## src/rtl/rc_adder_error_sweeper.sv

```systemverilog
// rc_adder_error_sweeper
//
// Drives operand pairs into an external WIDTH-bit ripple-carry adder under
// test. The adder's low bits may use approximate full-adder cells. One cycle
// after each pair is applied, the block samples the adder's combinational sum
// and compares it against the exact sum. It accumulates the absolute-error
// sum, the maximum error and the count of erroneous samples. The mean
// absolute error is err_sum / samples_done and is computed outside this block.
//
// Ports
//   clk, rst_n      rising-edge clock, synchronous active-low reset
//   start           one-cycle sweep request, honoured only when idle
//   abort           stops a running sweep; partial results are kept
//   mode            0 = sequential counter, 1 = Fibonacci LFSR
//   seed            first {op_b, op_a} pair, latched on an accepted start
//   num_samples     number of pairs to apply, latched on an accepted start
//   op_a, op_b      registered operands to the adder under test
//   sum_in          WIDTH+1 bit sum returned by the adder under test
//   busy, done      busy from accepted start to completion; done is a 1-cycle pulse
//   err_sum         saturating sum of absolute errors
//   err_max         largest absolute error seen
//   err_cnt         number of samples with a nonzero error
//   samples_done    number of samples evaluated
module rc_adder_error_sweeper #(
  parameter int unsigned          WIDTH = 16,
  parameter int unsigned          CNT_W = 32,
  parameter int unsigned          ACC_W = 48,
  parameter logic [2*WIDTH-1:0]   POLY  = 32'h8020_0003
) (
  input  logic                 clk,
  input  logic                 rst_n,
  input  logic                 start,
  input  logic                 abort,
  input  logic                 mode,
  input  logic [2*WIDTH-1:0]   seed,
  input  logic [CNT_W-1:0]     num_samples,
  output logic [WIDTH-1:0]     op_a,
  output logic [WIDTH-1:0]     op_b,
  input  logic [WIDTH:0]       sum_in,
  output logic                 busy,
  output logic                 done,
  output logic [ACC_W-1:0]     err_sum,
  output logic [WIDTH:0]       err_max,
  output logic [CNT_W-1:0]     err_cnt,
  output logic [CNT_W-1:0]     samples_done
);

  localparam int unsigned PW = 2 * WIDTH;
  // The accumulator adder is wide enough for both operands plus a carry, so
  // saturation also works when ACC_W is narrower than a single error value.
  localparam int unsigned SW = ((ACC_W > WIDTH + 1) ? ACC_W : WIDTH + 1) + 1;

  typedef enum logic [1:0] {
    S_IDLE,
    S_RUN,
    S_DRAIN,
    S_DONE
  } state_t;

  state_t            state;
  state_t            state_nx;

  logic              mode_r;
  logic [PW-1:0]     seed_r;
  logic [CNT_W-1:0]  nsamp_r;
  logic [CNT_W-1:0]  issued;
  logic              valid;

  logic              accept;
  logic              abort_act;
  logic              issue;
  logic [PW-1:0]     pair;
  logic [PW-1:0]     pair_first;
  logic [PW-1:0]     pair_next;
  logic [WIDTH:0]    exact;
  logic [WIDTH:0]    err;
  logic [SW-1:0]     sum_ext;
  logic [ACC_W-1:0]  sum_sat;

  // ---------------------------------------------------------------------------
  // Control decodes
  // ---------------------------------------------------------------------------
  always_comb begin
    accept    = (state == S_IDLE) && start;
    abort_act = abort && ((state == S_RUN) || (state == S_DRAIN));
    issue     = (state == S_RUN) && !abort;
  end

  // ---------------------------------------------------------------------------
  // Next-state logic
  // ---------------------------------------------------------------------------
  always_comb begin
    state_nx = state;
    unique case (state)
      S_IDLE: begin
        if (start) begin
          state_nx = (num_samples == '0) ? S_DONE : S_RUN;
        end
      end
      S_RUN: begin
        if (abort) begin
          state_nx = S_IDLE;
        end else if (issued == nsamp_r - CNT_W'(1)) begin
          // This edge issues the final pair; its sample lands in DRAIN.
          state_nx = S_DRAIN;
        end
      end
      S_DRAIN: state_nx = abort ? S_IDLE : S_DONE;
      S_DONE:  state_nx = S_IDLE;
      default: state_nx = S_IDLE;
    endcase
  end

  always_ff @(posedge clk) begin
    if (!rst_n) begin
      state <= S_IDLE;
    end else begin
      state <= state_nx;
    end
  end

  // ---------------------------------------------------------------------------
  // Operand generation: the operand registers double as counter/LFSR state
  // ---------------------------------------------------------------------------
  always_comb begin
    pair       = {op_b, op_a};
    // An all-zero LFSR would lock up, so a zero seed is replaced by 1.
    pair_first = (mode_r && (seed_r == '0)) ? PW'(1) : seed_r;
    pair_next  = mode_r ? {pair[PW-2:0], ^(pair & POLY)} : pair + PW'(1);
  end

  // ---------------------------------------------------------------------------
  // Error evaluation against the currently held operands
  // ---------------------------------------------------------------------------
  always_comb begin
    exact   = {1'b0, op_a} + {1'b0, op_b};
    err     = (sum_in >= exact) ? (sum_in - exact) : (exact - sum_in);
    sum_ext = SW'(err_sum) + SW'(err);
    sum_sat = (sum_ext[SW-1:ACC_W] != '0) ? '1 : sum_ext[ACC_W-1:0];
  end

  // ---------------------------------------------------------------------------
  // Datapath and result registers
  // ---------------------------------------------------------------------------
  always_ff @(posedge clk) begin
    if (!rst_n) begin
      mode_r       <= 1'b0;
      seed_r       <= '0;
      nsamp_r      <= '0;
      issued       <= '0;
      valid        <= 1'b0;
      op_a         <= '0;
      op_b         <= '0;
      busy         <= 1'b0;
      done         <= 1'b0;
      err_sum      <= '0;
      err_max      <= '0;
      err_cnt      <= '0;
      samples_done <= '0;
    end else begin
      // done is registered from the DONE state, so it appears one cycle
      // after DONE, aligned with the falling edge of busy.
      done <= (state == S_DONE);

      if (accept) begin
        mode_r       <= mode;
        seed_r       <= seed;
        nsamp_r      <= num_samples;
        issued       <= '0;
        busy         <= 1'b1;
        err_sum      <= '0;
        err_max      <= '0;
        err_cnt      <= '0;
        samples_done <= '0;
      end

      if ((state == S_DONE) || abort_act) begin
        busy <= 1'b0;
      end

      valid <= issue;

      if (issue) begin
        {op_b, op_a} <= (issued == '0) ? pair_first : pair_next;
        issued       <= issued + CNT_W'(1);
      end

      if (valid && !abort_act) begin
        err_sum      <= sum_sat;
        if (err > err_max) begin
          err_max <= err;
        end
        if (err != '0) begin
          err_cnt <= err_cnt + CNT_W'(1);
        end
        samples_done <= samples_done + CNT_W'(1);
      end
    end
  end

endmodule

```

## config.mk

```make
export PLATFORM = sky130hd
export DESIGN_NAME = rc_adder_error_sweeper
export DESIGN_NICKNAME = d
export VERILOG_FILES = /design/src/rtl/rc_adder_error_sweeper.sv
export SDC_FILE = /design/constraint.sdc
export NUM_CORES = 1
export LEC_CHECK = 0
export CAP_MARGIN = 10
export CORE_ASPECT_RATIO = 0.5
export CORE_MARGIN = 1
export CORE_UTILIZATION = 55
export CTS_BUF_LIST = sky130_fd_sc_hd__clkbuf_8
export CTS_CLUSTER_DIAMETER = 50
export DETAILED_ROUTE_END_ITERATION = 8
export PLACE_DENSITY = 0.84
export SLEW_MARGIN = 20
export SYNTH_ARGS = -nofsm -noshare
export SYNTH_HDL_FRONTEND = slang
export SYNTH_SLANG_ARGS = --single-unit
```

## constraint.sdc

```tcl
create_clock -name clk -period 10.55 [get_ports clk]
set_input_delay 1.5825 -clock clk [delete_from_list [all_inputs] [get_ports clk]]
set_output_delay 1.5825 -clock clk [all_outputs]
set_load 0.01 [all_outputs]
```

==> summary.txt <==
Outcome
  – Status: finished, final reports clean

Setup path
  – Worst path slowest cell: a311oi_2
  – Crit path required time: 10.99 ns
  – CP max FO: 12
  – Crit path largest cell delay: 0.65 ns
  – Crit path top cell by count: a21oi_1
  – R2R Setup Slk: 1.68 ns
  – Crit end category: register
  – Reg2reg path depth: 31
  – Crit start category: register
  – Worst r2r dst: err_sum[40]
  – Crit path kind: reg -> reg
  – CP Data Arrival Time: 9.30 ns
  – Crit Reg-Reg Startpoint: op_b[0]

Layout
  – Most frequent cells in the layout: nand2_1 (294), dfxtp_1 (263), clkdlybuf4s50_1 (248)
  – Final Net Count: 2708
  – Share of layout cells above drive strength 1: 6.96%
  – Post-Layout Cell Count: 2979
  – Commonest non-fill, non-tap cell in the layout: nand2_1
  – ANT cells: 0
  – Area growth, synth to finish: 20.6%

Yosys
  – Syn Nets: 2523
  – Cells after synthesis: 2338
  – Area share of the largest cell type after synthesis: 30.3%
  – Area leader, netlist: dfxtp_1
  – Number of synthesized register bits: 263
  – YS warnings: 0
  – Yosys cell types: 84
  – Top FF cell, synth: dfxtp_1
  – Cell Area, Synth: 17400 µm²
  – Sequential share of the synthesized area: 30.3%
  – Number of synthesized flops with an enable pin: 0
  – Asr flop ratio synth: 0%
  – Syn avg cell area: 7.44 µm²
  – Largest cells by area after synthesis: dfxtp_1 (30%), ha_1 (6.8%), nand2_1 (6.4%), a21oi_1 (6.4%), nor2_1 (3.9%)

STA
  – Final period utilization: 84.0%
  – Final setup margin: 1.68 ns
  – Slew at the pin closest to its max-slew limit: 1.00 ns
  – Min Tclk post-route: 8.87 ns
  – Worst rel slew slack: 33.3%
  – Final setup fails: 0
  – Hold Slack: 0.467 ns
  – Fmax: 113 MHz
  – Final Max Tran Viols: 0
  – Final Skew: 0.0476 ns
  – Fin. Hold Viols: 0
  – RSZ-0062 raised after global routing: false
  – Setup TNS Final: 0 ns

Power
  – PwrDens: 194 nW/µm²
  – Leakage: 7.68 nW
  – Net switching power: 1.71 mW
  – Clk pwr share: 23.7%
  – Reg power frac: 29.7%
  – Sw Share: 42.0%
  – Worst VDD drop: 0.106 mV
  – Combinational Power Share: 46.6%
  – P_int: 2.37 mW

Die
  – Core area: 30700 µm²
  – Die extent in x: 254 µm
  – Chip height: 128 µm
  – I/O Pins: 249
  – Die area: 32400 µm²
  – Starting Density: 56.7%
  – Row cnt: 45

Global route
  – GRT busiest layer: met2
  – Vias in the first global route: 16400
  – Grt total ovfl: 0
  – GRT Overall Usage: 31.0%
  – Met3 Use GR: 5.71%
  – First-pass GRT wire length: 83000 µm
  – GR Util met1: 41.2%
  – Met2 Usage GRT: 50.7%
  – Largest net degree at the start of global routing: 91
  – Initial antenna violation count: 0

Clock network
  – Clock root buffer: clkbuf_8
  – CTS tree: yes
  – Reg clk slew, reported paths: 0.07 ns
  – Clock latency on the worst-skew pair: 0.58 ns
  – Hold-fix buffers, CTS: 0
  – TritonCTS buffer count: 41
  – Post-CTS Setup Bufs: 0
  – Clock Sinks: 263
  – Post-CTS sizing: 0
  – H-tree Lvls: 2
  – Max Buffers Root-to-Sink: 3

Place
  – Final GP Congestion: 0.943
  – Hpwl dp: 36900 µm
  – Placed Cells: 2903
  – Dpl ws: 1.87 ns
  – Number of port buffers: 248

Min path
  – Worst hold path class: reg -> reg
  – Hold path depth: 2
  – Hold Startpoint: seed_r[9]
  – Worst Hold End: seed_r[9]

Job
  – Max-cap viol count: 0

Routing
  – Drt drc: 0
  – DR vias/cell: 6.08
  – Drt pass-1 iters: 6
  – Vias: 18100
  – WL final: 51200 µm
  – Antenna Nets Post-Route: 0
  – Routed len/inst: 17.2 µm
  – First DRT Iteration DRCs: 1724
==> layout make-up <==
| type | count | area [µm²] |
|---|---|---|
| Inverter | 127 | 482 |
| Clock buffer | 57 | 785 |
| Timing Repair Buffer | 267 | 2630 |
| Tap cell | 423 | 529 |
| Multi-Input combinational cell | 1823 | 11200 |
| Sequential cell | 263 | 5270 |
| Clock inverter | 19 | 149 |
| Fill cell | 2562 | 9700 |
==> worst max-delay path, delay by kind of cell (launching register included) <==
| kind | cells | cell delay [ns] |
|---|---|---|
| simple gates | 5 | 1.55 |
| xor+xnor | 1 | 0.17 |
| fa+ha+maj | 4 | 1.38 |
| mux | 2 | 0.66 |
| compound gates | 19 | 4.59 |
| flops | 1 | 0.38 |
==> metal layers <==
| metal | wire length [µm] | share of wire (%) |
|---|---|---|
| met1 | 22200 | 43 |
| met2 | 23700 | 46 |
| met3 | 3990 | 7.8 |
| met4 | 1390 | 2.7 |
| met5 | 0 | 0 |
==> cells by family (layout without fill, tap and decap cells) <==
family                   Yosys count  after routing  synth area share (%)
AO/OA/AOI/OAI                    628            628                  22.9
XOR/XNOR                          88             88                  4.43
buffers and inverters            252            470                  5.75
adder cells (fa/ha/maj)           99             99                  7.29
multiplexers                      28             28                  1.83
AND/OR/NAND/NOR                  980            980                  27.5
flip-flops                       263            263                  30.3
==> cells in the mapped netlist (all sizes together), types with 49 or more instances <==
library cell / instances
nand2: 296
dfxtp: 263
a21oi: 223
nor2: 181
o21ai: 162
inv: 126
nand3: 111
nor3: 108
clkbuf: 107
ha: 95
and3: 53
xnor2: 49
==> registers in the layout (all words and copies together) (netlist names) <==
name / flops
busy: 1
mode_r: 1
nsamp_r: 32
state: 2
done: 1
valid: 1
op_b: 16
issued: 32
err_sum: 48
err_max: 17
err_cnt: 32
op_a: 16
samples_done: 32
seed_r: 32
==> metrics by stage <==
stage	instance area, µm²	utilization (%)	total power [mW]
floorplan	17400	-	2.56
global placement	20100	65.3	3.04
detailed placement	20100	65.3	3.08
CTS	21000	68.4	4.05
global route	21000	68.4	4.34
finish	21000	68.4	4.08
==> worst max-delay path by stage <==
stage	startpoint	to	slack (ns)
floorplan	op_a[0]	err_sum[40]	3.14
global placement	op_a[0]	err_sum[40]	2.07
detailed placement	op_a[0]	err_sum[40]	1.87
CTS	op_a[0]	err_sum[40]	1.79
global route	op_a[0]	err_sum[40]	1.12
finish	op_b[0]	err_sum[40]	1.68
==> power groups by stage <==
| stage | clock (mW) | sequential [mW] | combinational (mW) |
|---|---|---|---|
| finish | 0.966 | 1.21 | 1.90 |
| CTS | 0.976 | 1.20 | 1.87 |
| global placement | 0 | 1.22 | 1.82 |
| floorplan | 0 | 1.19 | 1.36 |
| global route | 1.03 | 1.22 | 2.09 |
| detailed placement | 0 | 1.23 | 1.86 |
Power figures use the tool's default switching activity.
